[src/rtl/mem_wb_if.sv]
// Bundles the EX/MEM input slot, data-memory port and writeback bus of mem_wb_stage.
// slave = the stage itself, master = whatever drives and observes it.
interface mem_wb_if;
  logic        valid_in;
  logic [31:0] instr_in;
  logic [31:0] pc_in;
  logic [31:0] alu_out_in;
  logic [31:0] rdata2_in;
  logic [4:0]  rd_in;
  logic [5:0]  opcode_in;
  logic        stall;
  logic        dmem_req;
  logic        dmem_we;
  logic [31:0] dmem_addr;
  logic [31:0] dmem_wdata;
  logic [31:0] dmem_rdata;
  logic        dmem_ack;
  logic        wb_valid;
  logic        wb_we;
  logic [4:0]  wb_rd;
  logic [31:0] wb_data;
  logic [31:0] wb_pc;
  logic [31:0] wb_instr;
  logic        mem_err;

  modport slave (
    input  valid_in, instr_in, pc_in, alu_out_in, rdata2_in, rd_in, opcode_in,
    input  dmem_rdata, dmem_ack,
    output stall, dmem_req, dmem_we, dmem_addr, dmem_wdata,
    output wb_valid, wb_we, wb_rd, wb_data, wb_pc, wb_instr, mem_err
  );

  modport master (
    output valid_in, instr_in, pc_in, alu_out_in, rdata2_in, rd_in, opcode_in,
    output dmem_rdata, dmem_ack,
    input  stall, dmem_req, dmem_we, dmem_addr, dmem_wdata,
    input  wb_valid, wb_we, wb_rd, wb_data, wb_pc, wb_instr, mem_err
  );
endinterface

[src/rtl/mem_wb_stage.sv]
// MEM/WB pipeline stage: issues LW/SW to data memory, retires every instruction on the wb bus.
// state  | meaning
// IDLE   | accept EX/MEM slot; non-memory and misaligned ops retire next edge
// ACCESS | memory request outstanding; waits for dmem_ack or 16-cycle timeout
module mem_wb_stage (
  input  logic     clk,
  input  logic     rst,
  mem_wb_if.slave  bus
);

  typedef enum logic [0:0] {IDLE, ACCESS} state_t;

  state_t      state_q, state_d;
  logic [3:0]  cnt_q, cnt_d;
  logic        dmem_req_q, dmem_req_d;
  logic        dmem_we_q, dmem_we_d;
  logic [31:0] dmem_addr_q, dmem_addr_d;
  logic [31:0] dmem_wdata_q, dmem_wdata_d;
  logic [4:0]  rd_q, rd_d;
  logic [31:0] pc_q, pc_d;
  logic [31:0] instr_q, instr_d;
  logic        wb_valid_q, wb_valid_d;
  logic        wb_we_q, wb_we_d;
  logic [4:0]  wb_rd_q, wb_rd_d;
  logic [31:0] wb_data_q, wb_data_d;
  logic [31:0] wb_pc_q, wb_pc_d;
  logic [31:0] wb_instr_q, wb_instr_d;
  logic        mem_err_q, mem_err_d;
  logic        stall_c;

  logic is_sw, is_mem, no_wb, aligned;

  always_comb begin
    is_sw   = (bus.opcode_in == 6'h2B);
    is_mem  = (bus.opcode_in == 6'h23) || is_sw;
    no_wb   = (bus.opcode_in == 6'h04) || (bus.opcode_in == 6'h05) ||
              (bus.opcode_in == 6'h02);
    aligned = (bus.alu_out_in[1:0] == 2'b00);
  end

  always_comb begin
    state_d      = state_q;
    cnt_d        = cnt_q;
    dmem_req_d   = dmem_req_q;
    dmem_we_d    = dmem_we_q;
    dmem_addr_d  = dmem_addr_q;
    dmem_wdata_d = dmem_wdata_q;
    rd_d         = rd_q;
    pc_d         = pc_q;
    instr_d      = instr_q;
    wb_valid_d   = 1'b0;
    wb_we_d      = 1'b0;
    wb_rd_d      = wb_rd_q;
    wb_data_d    = wb_data_q;
    wb_pc_d      = wb_pc_q;
    wb_instr_d   = wb_instr_q;
    mem_err_d    = mem_err_q;
    stall_c      = 1'b0;

    case (state_q)
      IDLE: begin
        cnt_d = 4'd0;
        if (bus.valid_in) begin
          if (is_mem && aligned) begin
            stall_c      = 1'b1;
            dmem_req_d   = 1'b1;
            dmem_we_d    = is_sw;
            dmem_addr_d  = bus.alu_out_in;
            dmem_wdata_d = bus.rdata2_in;
            rd_d         = bus.rd_in;
            pc_d         = bus.pc_in;
            instr_d      = bus.instr_in;
            state_d      = ACCESS;
          end else begin
            wb_valid_d = 1'b1;
            wb_rd_d    = bus.rd_in;
            wb_data_d  = bus.alu_out_in;
            wb_pc_d    = bus.pc_in;
            wb_instr_d = bus.instr_in;
            if (is_mem) begin
              mem_err_d = 1'b1;
            end else begin
              wb_we_d = !no_wb && (bus.rd_in != 5'd0);
            end
          end
        end
      end
      ACCESS: begin
        stall_c = 1'b1;
        cnt_d   = cnt_q + 4'd1;
        if (bus.dmem_ack || (cnt_q == 4'hF)) begin
          // A timeout also retires the slot, so upstream is released in that cycle too.
          stall_c    = 1'b0;
          dmem_req_d = 1'b0;
          dmem_we_d  = 1'b0;
          state_d    = IDLE;
          wb_valid_d = 1'b1;
          wb_rd_d    = rd_q;
          wb_pc_d    = pc_q;
          wb_instr_d = instr_q;
          if (!bus.dmem_ack) begin
            mem_err_d = 1'b1;
          end else if (!dmem_we_q) begin
            wb_data_d = bus.dmem_rdata;
            wb_we_d   = (rd_q != 5'd0);
          end
        end
      end
      default: state_d = IDLE;
    endcase
  end

  always_ff @(posedge clk or posedge rst) begin
    if (rst) begin
      state_q      <= IDLE;
      cnt_q        <= 4'd0;
      dmem_req_q   <= 1'b0;
      dmem_we_q    <= 1'b0;
      dmem_addr_q  <= 32'd0;
      dmem_wdata_q <= 32'd0;
      rd_q         <= 5'd0;
      pc_q         <= 32'd0;
      instr_q      <= 32'd0;
      wb_valid_q   <= 1'b0;
      wb_we_q      <= 1'b0;
      wb_rd_q      <= 5'd0;
      wb_data_q    <= 32'd0;
      wb_pc_q      <= 32'd0;
      wb_instr_q   <= 32'd0;
      mem_err_q    <= 1'b0;
    end else begin
      state_q      <= state_d;
      cnt_q        <= cnt_d;
      dmem_req_q   <= dmem_req_d;
      dmem_we_q    <= dmem_we_d;
      dmem_addr_q  <= dmem_addr_d;
      dmem_wdata_q <= dmem_wdata_d;
      rd_q         <= rd_d;
      pc_q         <= pc_d;
      instr_q      <= instr_d;
      wb_valid_q   <= wb_valid_d;
      wb_we_q      <= wb_we_d;
      wb_rd_q      <= wb_rd_d;
      wb_data_q    <= wb_data_d;
      wb_pc_q      <= wb_pc_d;
      wb_instr_q   <= wb_instr_d;
      mem_err_q    <= mem_err_d;
    end
  end

  assign bus.stall      = stall_c;
  assign bus.dmem_req   = dmem_req_q;
  assign bus.dmem_we    = dmem_we_q;
  assign bus.dmem_addr  = dmem_addr_q;
  assign bus.dmem_wdata = dmem_wdata_q;
  assign bus.wb_valid   = wb_valid_q;
  assign bus.wb_we      = wb_we_q;
  assign bus.wb_rd      = wb_rd_q;
  assign bus.wb_data    = wb_data_q;
  assign bus.wb_pc      = wb_pc_q;
  assign bus.wb_instr   = wb_instr_q;
  assign bus.mem_err    = mem_err_q;

endmodule

[src/flat_wrapper.sv]
// flat-port wrapper written by rule: the top's interface ports become plain ports
module mem_wb_stage_flat 
  (clk, rst, bus_valid_in, bus_instr_in, bus_pc_in, bus_alu_out_in, bus_rdata2_in, bus_rd_in, bus_opcode_in, bus_dmem_rdata, bus_dmem_ack, bus_stall, bus_dmem_req, bus_dmem_we, bus_dmem_addr, bus_dmem_wdata, bus_wb_valid, bus_wb_we, bus_wb_rd, bus_wb_data, bus_wb_pc, bus_wb_instr, bus_mem_err);
  mem_wb_if bus_i ();
  input  logic clk;
  input  logic rst;
  input wire logic [$bits(bus_i.valid_in)-1:0] bus_valid_in;
  input wire logic [$bits(bus_i.instr_in)-1:0] bus_instr_in;
  input wire logic [$bits(bus_i.pc_in)-1:0] bus_pc_in;
  input wire logic [$bits(bus_i.alu_out_in)-1:0] bus_alu_out_in;
  input wire logic [$bits(bus_i.rdata2_in)-1:0] bus_rdata2_in;
  input wire logic [$bits(bus_i.rd_in)-1:0] bus_rd_in;
  input wire logic [$bits(bus_i.opcode_in)-1:0] bus_opcode_in;
  input wire logic [$bits(bus_i.dmem_rdata)-1:0] bus_dmem_rdata;
  input wire logic [$bits(bus_i.dmem_ack)-1:0] bus_dmem_ack;
  output wire logic [$bits(bus_i.stall)-1:0] bus_stall;
  output wire logic [$bits(bus_i.dmem_req)-1:0] bus_dmem_req;
  output wire logic [$bits(bus_i.dmem_we)-1:0] bus_dmem_we;
  output wire logic [$bits(bus_i.dmem_addr)-1:0] bus_dmem_addr;
  output wire logic [$bits(bus_i.dmem_wdata)-1:0] bus_dmem_wdata;
  output wire logic [$bits(bus_i.wb_valid)-1:0] bus_wb_valid;
  output wire logic [$bits(bus_i.wb_we)-1:0] bus_wb_we;
  output wire logic [$bits(bus_i.wb_rd)-1:0] bus_wb_rd;
  output wire logic [$bits(bus_i.wb_data)-1:0] bus_wb_data;
  output wire logic [$bits(bus_i.wb_pc)-1:0] bus_wb_pc;
  output wire logic [$bits(bus_i.wb_instr)-1:0] bus_wb_instr;
  output wire logic [$bits(bus_i.mem_err)-1:0] bus_mem_err;
  assign bus_i.valid_in = bus_valid_in;
  assign bus_i.instr_in = bus_instr_in;
  assign bus_i.pc_in = bus_pc_in;
  assign bus_i.alu_out_in = bus_alu_out_in;
  assign bus_i.rdata2_in = bus_rdata2_in;
  assign bus_i.rd_in = bus_rd_in;
  assign bus_i.opcode_in = bus_opcode_in;
  assign bus_i.dmem_rdata = bus_dmem_rdata;
  assign bus_i.dmem_ack = bus_dmem_ack;
  assign bus_stall = bus_i.stall;
  assign bus_dmem_req = bus_i.dmem_req;
  assign bus_dmem_we = bus_i.dmem_we;
  assign bus_dmem_addr = bus_i.dmem_addr;
  assign bus_dmem_wdata = bus_i.dmem_wdata;
  assign bus_wb_valid = bus_i.wb_valid;
  assign bus_wb_we = bus_i.wb_we;
  assign bus_wb_rd = bus_i.wb_rd;
  assign bus_wb_data = bus_i.wb_data;
  assign bus_wb_pc = bus_i.wb_pc;
  assign bus_wb_instr = bus_i.wb_instr;
  assign bus_mem_err = bus_i.mem_err;
  mem_wb_stage u_core (.clk(clk), .rst(rst), .bus(bus_i));
endmodule
[config.mk]
export PLATFORM = sky130hd
export DESIGN_NAME = mem_wb_stage_flat
export DESIGN_NICKNAME = d
export VERILOG_FILES = /design/src/rtl/mem_wb_if.sv /design/src/rtl/mem_wb_stage.sv /design/src/flat_wrapper.sv
export SDC_FILE = /design/constraint.sdc
export NUM_CORES = 1
export LEC_CHECK = 0
export CORE_MARGIN = 2
export CORE_UTILIZATION = 35
export CTS_CLUSTER_DIAMETER = 40
export DETAILED_ROUTE_END_ITERATION = 10
export PLACE_DENSITY = 0.71
export SKIP_CTS_REPAIR_TIMING = 1
export SYNTH_ARGS = -nofsm -noshare
export SYNTH_HDL_FRONTEND = slang
export SYNTH_SLANG_ARGS = --single-unit
[constraint.sdc]
create_clock -name clk -period 15 [get_ports clk]
set_input_delay 2.25 -clock clk [delete_from_list [all_inputs] [get_ports clk]]
set_output_delay 2.25 -clock clk [all_outputs]
set_load 0.005 [all_outputs]
==> results of run 1 <==
[how the worst max path moves through the flow]
stage          cells after the start                      end  slack [ns]         startpoint
2_1_floorplan                      1  u_core.bus.dmem_addr[0]        6.05                rst
3_3_place_gp                       7                bus_stall        7.56  bus_alu_out_in[1]
3_5_place_dp                       7                bus_stall        7.58  bus_alu_out_in[1]
4_1_cts                            7                bus_stall        7.58  bus_alu_out_in[1]
5_1_grt                            7                bus_stall        7.48  bus_alu_out_in[1]
6_report                           7                bus_stall        7.64  bus_alu_out_in[1]
[stage by stage]
step                power (mW)  instances  area [µm²]
floorplan                0.859        833       10600
global placement          1.03       1503       14400
detailed placement        1.04       1503       14400
CTS                       2.01       1575       15800
global route              2.06       1576       15800
finish                    1.99       1577       15800
[worst max-delay path, delay by kind of cell]
| family | cells | cell delay, ns |
|---|---|---|
| buffers and inverters | 4 | 2.19 |
| AOI/OAI and AO/OA | 1 | 0.22 |
| and+or+nand+nor | 2 | 0.39 |
[final cells by class]
class / instances / area (µm²) / area share, %
flip-flops and latches: 244 / 6110 / 38.7
multi-input cells: 439 / 3970 / 25.2
repair buffers: 357 / 3540 / 22.4
clock buffers: 48 / 1030 / 6.52
well taps: 390 / 488 / 3.09
clock inverters: 24 / 364 / 2.31
inverters: 73 / 282 / 1.78
diodes: 2 / 5.00 / 0.0317
[power by group]
| group | switching [mW] | total, mW | leakage [nW] | internal [mW] |
|---|---|---|---|---|
| clock | 0.329 | 0.962 | 0.680 | 0.633 |
| sequential | 0.0329 | 0.752 | 3.08 | 0.719 |
| combinational | 0.101 | 0.271 | 2.90 | 0.170 |
[placed cells by master, fill, tap and decap left out, types with 6 or more instances in the layout]
| cell type | count |
|---|---|
| mux2_2 | 194 |
| dfrtp_1 | 243 |
| a211oi_1 | 69 |
| inv_1 | 72 |
| inv_6 | 7 |
| buf_4 | 12 |
| clkdlybuf4s50_1 | 345 |
| clkbuf_16 | 39 |
| a21oi_1 | 69 |
| clkbuf_1 | 7 |
| a221oi_1 | 69 |
| nor2_1 | 6 |
| bufinv_16 | 8 |
[cell usage after synthesis, types with 3 or more instances]
library cell  number  area (µm²)
a211oi_1          69         518
a21oi_1           69         345
a221oi_1          69         604
and2_1             4        25.0
buf_2             18        90.1
clkbuf_1          59         221
dfrtp_1          244        6110
inv_1             73         274
mux2_2           194        2180
nand2b_1           3        18.8
nor2_1             6        22.5
o21ai_0            3        15.0
[layer usage]
| metal | wire length, µm | GRT usage [%] |
|---|---|---|
| met1 | 12600 | 24.4 |
| met2 | 15200 | 32.3 |
| met3 | 3050 | 6.86 |
| met4 | 857 | 6.78 |
| met5 | 20 | 0 |
[sequential cells by signal (all words and copies together) (netlist names)]
| name | cells |
|---|---|
| u_core.bus.dmem_addr | 32 |
| u_core.bus.dmem_wdata | 32 |
| u_core.bus.wb_data | 32 |
| u_core.bus.wb_instr | 32 |
| u_core.bus.wb_pc | 32 |
| u_core.instr_q | 32 |
| u_core.pc_q | 32 |
| u_core.bus.wb_rd | 5 |
| u_core.rd_q | 5 |
| u_core.cnt_q | 4 |
| u_core.bus.dmem_req | 1 |
| u_core.bus.dmem_we | 1 |
| u_core.bus.mem_err | 1 |
| u_core.bus.wb_valid | 1 |
| u_core.bus.wb_we | 1 |
| u_core.state_q | 1 |
[logic make-up (layout without fill, tap and decap cells)]
family / after synthesis / after routing / share of synthesized area [%]
AO/OA/AOI/OAI: 217 / 217 / 14.5
XOR/XNOR: 2 / 2 / 0.165
adder cells (fa/ha/maj): 1 / 1 / 0.118
buffers and inverters: 150 / 502 / 5.51
flip-flops: 244 / 244 / 57.5
multiplexers: 196 / 196 / 20.8
other: 0 / 2 / 0
AND/OR/NAND/NOR: 23 / 23 / 1.46
==> out/results.ini, run 1 <==
[timing]
slew_headroom_pct = 28.2
timing.setup.tns_ns = 0
drv_slew = 0
hold_violations = 0
fin_crit_ns = 7.36
clock-skew-final_ns = 0.0110
hold-worst-slack_ns = 0.486
rsz0062_at_grt = false
fin_ws_ns = 7.64
fmax_mhz = 136
setup_viol = 0
finalCritPeriodShare_pct = 49.1
worst_pin_slew_ns = 1.08

[clock_network]
cts_tree = yes
clkSinkCount = 244
ctsLongestPathBuffers = 3
h-tree-depth = 2
clk_latency_ns = 0.52
worst_setup_hold_path_clk_slew_ns = 0.06
cts_root_buf = clkbuf_16
cts-buffers-inserted = 39

[grt]
groute.usage.overall_pct = 19.8
grt_pass1_vias = 8657
grt_pass1_wl_um = 48900
grt-ovfl-total = 0
grt_max_degree = 96
antenna_found_initial = 5

[critical_path]
slowest_delay_ns = 0.74
timing.rr.end = u_core.bus.dmem_addr[6]
reg2reg_from = u_core.state_q
crit_chain = clkdlybuf4s50_1 -> nor4b_4 -> buf_4 -> nand3_4 -> buf_4 -> o21ai_0 -> clkdlybuf4s50_1
worst_ep_arrival_time_ns = 5.11
reg2regPathDepth = 5
start_kind = input port
rrSetupSlack_ns = 11.56
crit_required_ns = 12.75
slowest_stage = buf_4
critical_path_class = in2out
end_kind = output port
path_max_fanout = 72

[status]
status = complete, no violations

[detailed_routing]
ant_nets = 0
vias_per_cell = 5.22
drtPass1Iterations = 4
wire_per_inst_um = 20.1
vias = 8238
wl_um = 31600
drt_iter0_markers = 546
route.detailed.drc = 0

[floorplan]
start_util_pct = 35.7
placementRows = 63
die_h_um = 178
dieArea_um2 = 31800
ioPinCount = 346
die_w_um = 178
core_area_um2 = 29800

[power]
p_leak_nw = 6.66
p_per_area_nw_per_um2 = 126
max-vdd-ir-drop_uv = 99.3

[synthesis]
async_reset_ff_share_pct = 100
synthesis.area_um2 = 10600
syn-num-nets = 1009
yosysWarnings = 0
syn_area_per_cell_um2 = 12.8
synth_edf_count = 0
synth_seq_cells = 244
ys.flop_type = dfrtp_1
seq_area_frac_synth_pct = 57.5
synthCells = 833
ys_types = 30

[placement]
portBuffers = 345
pre_cts_slack_ns = 7.58
hpwl_um = 20000
gp_congestion = 0.741

[run]
maxCapViolations = 0

[min_path]
worstHoldStart = u_core.bus.mem_err
hold_path.class = reg2reg
min_path_cells = 1
whs_endpoint = u_core.bus.mem_err

[finish]
area_growth_pct = 48.6
drive_gt1_share_pct = 23.8
utilization_pct = 53.0
fillers = 2554
nets = 1330

(Power assumes the default switching activity.)
==> run 2, diff against run 1 <==
clock period = 7.65 ns   (was 15 ns; I/O delays follow)
==> run 2 against run 1 <==
  * Die area stayed put
  * Non-clock buffer count stayed put
  * Cell count hardly changed
  * Via count is 0.30% higher
  * Highest routed layer is now met4
  * Clock skew is 0.0042 ns higher
  * First-iteration DRC count is 5.1% higher
  * Register-to-register slack worse by 7.5 ns
  * Sequential cell count stayed put
  * Routed wire length is 0.91% lower
==> out/results.ini, run 2 (synthesis results as in run 1) <==
[finish]
drive_gt1_share_pct = 24.1  ; +0.27 points
utilization_pct = 52.7  ; -0.33 points
area_growth_pct = 47.7
nets = 1330  ; unchanged
final_cell_mix = clkdlybuf4s50_1, dfrtp_1, mux2_2, inv_1
final_common_cell = clkdlybuf4s50_1

[critical_path]
crit_required_ns = 6.50  ; -6.25 ns
critical_path_class = in2out
start_kind = input port
worst_ep_arrival_time_ns = 3.48  ; -1.63 ns
path_max_fanout = 39  ; -46%
end_kind = output port

[grt]
antenna_found_initial = 2  ; -3
grt-ovfl-total = 0  ; unchanged
grt_max_degree = 175  ; +82%
groute.usage.overall_pct = 19.6  ; -0.16 points
grt_pass1_vias = 8713  ; +0.65%
grt_pass1_wl_um = 48900  ; about the same

[power]
max-vdd-ir-drop_uv = 173  ; +74%
p_leak_nw = 6.60  ; -0.86%
swShare_pct = 24.6  ; +1.3 points
p_seq_share_pct = 39.6  ; +1.7 points
internal_power_mw = 2.80  ; +84%
p_per_area_nw_per_um2 = 237  ; +89%
power_frac_clock_pct = 46.0  ; -2.5 points
power.switching_uw = 916  ; +98%
combPwrFrac_pct = 14.3  ; +0.6 points

[detailed_routing]
vias = 8263  ; +0.30%
wl_um = 31400  ; -0.91%
drtPass1Iterations = 5  ; +1
route.detailed.drc = 0  ; unchanged
drt_iter0_markers = 574  ; +5.1%
wire_per_inst_um = 19.9  ; -0.85%
vias_per_cell = 5.24  ; +0.37%
ant_nets = 0  ; unchanged

[timing]
hold_violations = 0  ; unchanged
hold-worst-slack_ns = 0.463  ; -0.0233 ns
slew_headroom_pct = 34.8  ; +6.6 points
fin_crit_ns = 4.62
setup_viol = 0  ; unchanged
worst_pin_slew_ns = 0.953  ; -0.124 ns
rsz0062_at_grt = false
drv_slew = 0  ; unchanged
fmax_mhz = 216
finalCritPeriodShare_pct = 60.4
clock-skew-final_ns = 0.0152  ; +0.00420 ns
timing.setup.tns_ns = 0  ; unchanged

[clock_network]
clk_latency_ns = 0.52  ; about the same
cts_tree = yes
cts-buffers-inserted = 39  ; unchanged
clkSinkCount = 244  ; unchanged
cts_root_buf = clkbuf_16
ctsLongestPathBuffers = 3  ; unchanged
worst_setup_hold_path_clk_slew_ns = 0.05  ; about the same
h-tree-depth = 2  ; unchanged

[floorplan]
start_util_pct = 35.7  ; unchanged
ioPinCount = 346  ; unchanged
die_w_um = 178  ; unchanged
dieArea_um2 = 31800  ; unchanged
die_h_um = 178  ; unchanged
core_area_um2 = 29800  ; unchanged
placementRows = 63  ; unchanged

[run]
maxCapViolations = 0  ; unchanged

[status]
status = complete, no violations

[placement]
hpwl_um = 20200  ; +1.2%
gp_congestion = 0.765  ; +3.2%
portBuffers = 345  ; unchanged

[min_path]
hold_path.class = reg2reg

run 2: metal layers:
layer | up-vias | routed length [µm] | track usage (%) | share of wire (%)
met4 | 0 | 730 | 5.86 | 2.3
met5 | - | 0 | 0 | 0
li1 | 3711 | - | - | -
met3 | 59 | 3050 | 6.97 | 9.7
met2 | 340 | 15100 | 32.2 | 48
met1 | 4153 | 12500 | 24.2 | 40
run 2: through the flow:
| step | instances | worst slack, ns | instance area (µm²) | total power, mW |
|---|---|---|---|---|
| final | 1576 | 3.03 | 15700 | 3.72 |
| after global routing | 1574 | 2.84 | 15700 | 3.88 |
| after CTS | 1574 | 2.95 | 15700 | 3.77 |
| after detailed placement | 1503 | 2.96 | 14400 | 2.03 |
| after global placement | 1503 | 3.03 | 14400 | 2.02 |
| after floorplan | 833 | 3.30 | 10600 | 1.68 |
run 2: worst paths after layout:
check                                       start                       to  slack, ns  depth (start not counted)
max in group asynchronous                     rst          u_core.pc_q[13]       4.76                          4
worst min register to register    u_core.cnt_q[0]          u_core.cnt_q[0]       0.46                          1
worst min-delay path              u_core.cnt_q[0]          u_core.cnt_q[0]       0.46                          1
min in group asynchronous                     rst  u_core.bus.wb_instr[16]       1.28                          3
worst max-delay path            bus_alu_out_in[1]                bus_stall       3.03                          5
worst max register to register     u_core.state_q     u_core.bus.wb_pc[30]       4.02                          5
run 2: cell type report:
type                            instances  area [µm²]
Sequential cell                       244        6110
Clock buffer                           45        1040
Timing Repair Buffer                  357        3560
Multi-Input combinational cell        439        3970
Inverter                               73         278
Tap cell                              390         488
Antenna cell                            2        5.00
Fill cell                            2545       14100
Clock inverter                         26         248
run 2: critical path, stage by stage:
cell and delay [ns]:
clkdlybuf4s50_1 0.49, nor4b_4 0.46, nand3_4 0.50, o21ai_0 0.31
clkdlybuf4s50_1 0.55
run 2: power by group through the flow:
stage,Combinational (mW),Clock [mW],Sequential (mW)
after floorplan,0.193,0,1.49
after global placement,0.530,0,1.49
after detailed placement,0.539,0,1.50
after CTS,0.541,1.75,1.48
after global routing,0.580,1.81,1.49
final,0.533,1.71,1.47
==> edit 1, RTL diff (settings of run 2) <==
Take the reset off `wb_data_q` and load it in a clocked block of its own.
--- a/src/rtl/mem_wb_stage.sv
+++ b/src/rtl/mem_wb_stage.sv
@@ -124,7 +124,6 @@
       wb_valid_q   <= 1'b0;
       wb_we_q      <= 1'b0;
       wb_rd_q      <= 5'd0;
-      wb_data_q    <= 32'd0;
       wb_pc_q      <= 32'd0;
       wb_instr_q   <= 32'd0;
       mem_err_q    <= 1'b0;
@@ -141,11 +140,14 @@
       wb_valid_q   <= wb_valid_d;
       wb_we_q      <= wb_we_d;
       wb_rd_q      <= wb_rd_d;
-      wb_data_q    <= wb_data_d;
       wb_pc_q      <= wb_pc_d;
       wb_instr_q   <= wb_instr_d;
       mem_err_q    <= mem_err_d;
     end
+  end
+
+  always_ff @(posedge clk) begin
+    wb_data_q <= wb_data_d;
   end
 
   assign bus.stall      = stall_c;
Behaviour: not the same (Yosys sat finds a counterexample within 4 cycles, from zero or initial values and one cycle with rst high).
==> edit 1 against run 2 <==
Clock power up 9%. Routed wire length up 3.3%. Final area up 0.25%. Die area down 0.21%. Worst setup slack better by 42 ps. Total power up 3.0%. Area after synthesis down 0.21%. Critical path depth unchanged. Sequential cell count unchanged. Hold slack better by 19 ps. Critical endpoint unchanged.
==> edit 1: results (changes against run 2) <==
synth.distinct_cells: 34  # +13%
worstRegToRegCells: 4  # -1
fin_nets: 1299  # -2.3%
place_congestion: 0.789  # +3.2%
synth_fp_nets: 977  # -3.2%
path_max_fanout: 42  # +7.7%
synthTopCellsByCount: "dfrtp_1, mux2_2, inv_1"
status: "finished, final reports clean"
synth_area_leaders: "dfrtp_1, mux2_2, edfxtp_1"
drtPass1Iterations: 4  # -1
power.leakage_nw: 6.62  # +0.24%
yosysSeqAreaShare_pct: 59.1  # +1.6 points
slew_headroom_pct: 28.6  # -6.3 points
dp_hpwl_um: 20400  # +0.82%
peakVddDrop_mv: 0.139  # -20%
crit_path_start: "bus_valid_in"
cts-buffers-inserted: 40  # +2.6%
drive_gt1_share_pct: 22.1  # -2.0 points
grt_pass1_wl_um: 48500  # -0.90%
grt_max_degree: 89  # -49%
rows: 63  # unchanged
synth_edf_count: 32  # +32
clkTransAtPathRegs_ps: 50  # about the same
fillers: 2506  # -1.5%
r2r_end: "u_core.bus.wb_instr[12]"
reg2reg_from: "u_core.state_q"
grt_pass1_vias: 8176  # -6.2%
fin_skew_ps: 17.5  # +2.30 ps
critPathArrivalTime_ps: 3430  # -50 ps
clkLatencyLatePin_ps: 510
synth_async_sr_flop_share_pct: 86.9  # -13 points
grt_usage_pct: 19.7  # +0.16 points
wire_per_inst_um: 21.0  # +5.4%
antenna_found_initial: 5  # +3
worst-r2r-setup-slack_ps: 4330  # +310 ps
## edit 1: how the worst min path moves through the flow
| stage | end | start | slack, ps |
|---|---|---|---|
| 2_1_floorplan | u_core.cnt_q[0] | u_core.cnt_q[0] | 420 |
| 3_3_place_gp | u_core.cnt_q[0] | u_core.cnt_q[0] | 440 |
| 3_5_place_dp | u_core.cnt_q[0] | u_core.cnt_q[0] | 460 |
| 4_1_cts | u_core.cnt_q[0] | u_core.cnt_q[0] | 470 |
| 5_1_grt | u_core.bus.dmem_addr[0] | u_core.bus.dmem_addr[0] | 490 |
| 6_report | u_core.cnt_q[0] | u_core.cnt_q[0] | 480 |
## edit 1: logic make-up (layout without fill, tap and decap cells)
family,Yosys count,after routing,share of synthesized area (%)
flops,244,244,59.1
compound gates,217,217,14.6
mux,164,164,18.7
buf+inv,147,499,5.84
simple gates,26,26,1.52
xor+xnor,2,2,0.165
fa+ha+maj,1,1,0.118
other cells,0,1,0
## edit 1: critical path: stages
cell             delay (ps)
clkdlybuf4s50_1         520
nor2b_1                 320
nand3_4                 590
nand2_1                 280
clkdlybuf4s50_1         570
## edit 1: area by class of cell
cell class	count	area (sq um)	area share, %
Antenna cell	1	2.50	0.0159
Timing Repair Buffer	355	3530	22.4
Sequential cell	244	6270	39.8
Clock inverter	22	283	1.80
Inverter	72	278	1.77
Multi-Input combinational cell	410	3770	23.9
Tap cell	390	488	3.10
Clock buffer	50	1120	7.12
## edit 1: per-stage QoR
stage | hold WS (ps) | cells | util [%] | setup slack [ps] | cell area, sq um
floorplan | 425 | 801 | - | 708 | 10600
global placement | 444 | 1471 | 48.2 | 3050 | 14300
detailed placement | 463 | 1471 | 48.2 | 3030 | 14300
CTS | 471 | 1543 | 52.9 | 3030 | 15700
global route | 490 | 1543 | 52.9 | 2910 | 15700
finish | 482 | 1544 | 53.0 | 3070 | 15700
## edit 1: routing by layer
metal,global-route usage (%),part of all wire [%],up-vias,routed length [um]
met1,24.8,40,4089,13100
met5,0,0.16,-,52
met2,32.8,48,359,15400
met3,5.35,8.6,64,2800
met4,6.90,3.0,8,981
li1,-,-,3620,-
## edit 1: report_power, final
group | leakage, nW | total, W | switching (W) | internal, W
clock network | 0.690 | 0.00186 | 0.000644 | 0.00122
registers | 3.02 | 0.00148 | 0.0000587 | 0.00142
logic | 2.91 | 0.000487 | 0.000184 | 0.000303
total | 6.62 | 0.00383 | 0.000887 | 0.00294
==> edit 2, RTL diff (flow settings as in run 2) <==
Without the edit above. Make the reset (`rst`) synchronous in one clocked block.
--- a/src/rtl/mem_wb_stage.sv
+++ b/src/rtl/mem_wb_stage.sv
@@ -110,7 +110,7 @@
     endcase
   end
 
-  always_ff @(posedge clk or posedge rst) begin
+  always_ff @(posedge clk) begin
     if (rst) begin
       state_q      <= IDLE;
       cnt_q        <= 4'd0;
Check against the original RTL: differs if rst is asserted again (counterexample within 4 cycles, from zero or initial values and one cycle with rst high); with rst held inactive, the same outputs for 4 cycles.
==> edit 2 against run 2 <==
Routed wire length down 4.8%. Critical endpoint unchanged. Final area decreased by 2.5%. Area after synthesis shrank 2.3%. Combinational power is 41% lower. Register-to-register slack gained 500 ps. Sequential share of layout area is 7.0 points lower. Global-route usage fell by 0.99 points. Worst setup slack gained 560 ps. Utilization decreased by 0.64 points. Total power shrank 11%. Sequential cell count is the same. Sequential power shrank 9.5%.
==> edit 2: results (changes against run 2) <==
synth_edf_count: 0  # unchanged
crit_path_start: "bus_valid_in"
place_inst: 1837  # +22%
io_buffers: 345  # unchanged
antenna_found_initial: 1  # -1
synthCells: 1182  # +42%
slew_headroom_pct: 29.4  # -5.4 points
power.leakage_nw: 5.43  # -18%
yosysSeqAreaShare_pct: 47.1  # -10 points
p_sw_share_pct: 21.9  # -2.7 points
synth_fp_nets: 1358  # +35%
fin_nets: 1664  # +25%
fin_skew_ps: 9.74  # -5.50 ps
drt-initial-drc-count: 423  # -26%
grt_pass1_vias: 8876  # +1.9%
synthTopCellsByCount: "nand2_1, dfxtp_1, a21oi_1, nor2_1, nor2b_1"
n_antenna_cell: 0  # -2
wire_per_inst_um: 15.7  # -21%
synth_async_sr_flop_share_pct: 0  # -100 points
max_stage_delay_ps: 570  # +20 ps
synthFlopType: "dfxtp_1"
drive_gt1_share_pct: 11.6  # -13 points
dp_hpwl_um: 19600  # -3.1%
path_max_fanout: 2  # -95%
worstSetupEndpoint: "bus_stall"
critPathArrivalTime_ps: 2920  # -560 ps
status: "finished, final reports clean"
r2r_end: "u_core.bus.wb_instr[31]"
place_congestion: 0.814  # +6.4%
grt_pass1_wl_um: 46500  # -4.9%
grt_max_degree: 179  # +2.3%
grt_usage_pct: 18.6  # -0.99 points
stdcell_count: 1903  # +21%
vias: 8966  # +8.5%
peakVddDrop_mv: 0.207  # +19%
reg2reg_from: "u_core.state_q"
==> edit 2: power groups by stage <==
| stage | combinational [W] | clock [W] | sequential, W |
|---|---|---|---|
| final | 0.000315 | 0.00168 | 0.00133 |
| after global routing | 0.000341 | 0.00178 | 0.00133 |
| after CTS | 0.000319 | 0.00173 | 0.00133 |
| after detailed placement | 0.000317 | 0 | 0.00135 |
| after global placement | 0.000314 | 0 | 0.00135 |
| after floorplan | 0.000119 | 0 | 0.00135 |
==> edit 2: per-layer routing <==
layer  up-vias  track usage, %  wire (um)
li1       4495               -          -
met1      4121            22.7      12600
met2       301            30.9      14000
met3        49            6.57       2590
met4         0            5.44        732
met5         -               0          0
==> edit 2: cell type report <==
class                           instances  area [sq um]
Timing Repair Buffer                  354          3540
Sequential cell                       244          4890
Clock buffer                           51          1110
Tap cell                              390           488
Clock inverter                         15           143
Multi-Input combinational cell        847          5120
Inverter                                2          7.51
Fill cell                            2641         14100
==> edit 2: per-stage QoR <==
step | hold WS [ps] | worst slack [ps] | instance area (sq um) | util (%)
after floorplan | 418 | 4580 | 10400 | -
after global placement | 429 | 3530 | 14000 | 47.8
after detailed placement | 443 | 3520 | 14000 | 47.8
after CTS | 452 | 3520 | 15300 | 52.0
after global routing | 466 | 3470 | 15300 | 52.0
final | 447 | 3590 | 15300 | 52.0
==> edit 2: worst min path at each step <==
stage                            start                  to  cells after the start  slack, ps
global placement       u_core.cnt_q[0]     u_core.cnt_q[0]                      1        430
CTS                    u_core.cnt_q[0]     u_core.cnt_q[0]                      1        450
global route        u_core.instr_q[31]  u_core.instr_q[31]                      2        470
finish                 u_core.cnt_q[0]     u_core.cnt_q[0]                      1        450
detailed placement     u_core.cnt_q[0]     u_core.cnt_q[0]                      1        440
floorplan              u_core.cnt_q[0]     u_core.cnt_q[0]                      1        420
==> edit 2: logic make-up after synthesis <==
family | count (synthesis) | synth area share, %
AOI/OAI and AO/OA | 140 | 6.80
xor gates and xnor gates | 2 | 0.169
adders and majority gates | 1 | 0.121
buffers and inverters | 91 | 3.69
DFF | 244 | 47.1
muxes | 202 | 20.7
and+or+nand+nor | 502 | 21.5
==> edit 2: critical path, delay by kind of cell <==
| kind | cells | cell delay, ps |
|---|---|---|
| buffers and inverters | 2 | 1120 |
| AO/OA/AOI/OAI | 1 | 220 |
| AND/OR/NAND/NOR | 2 | 430 |
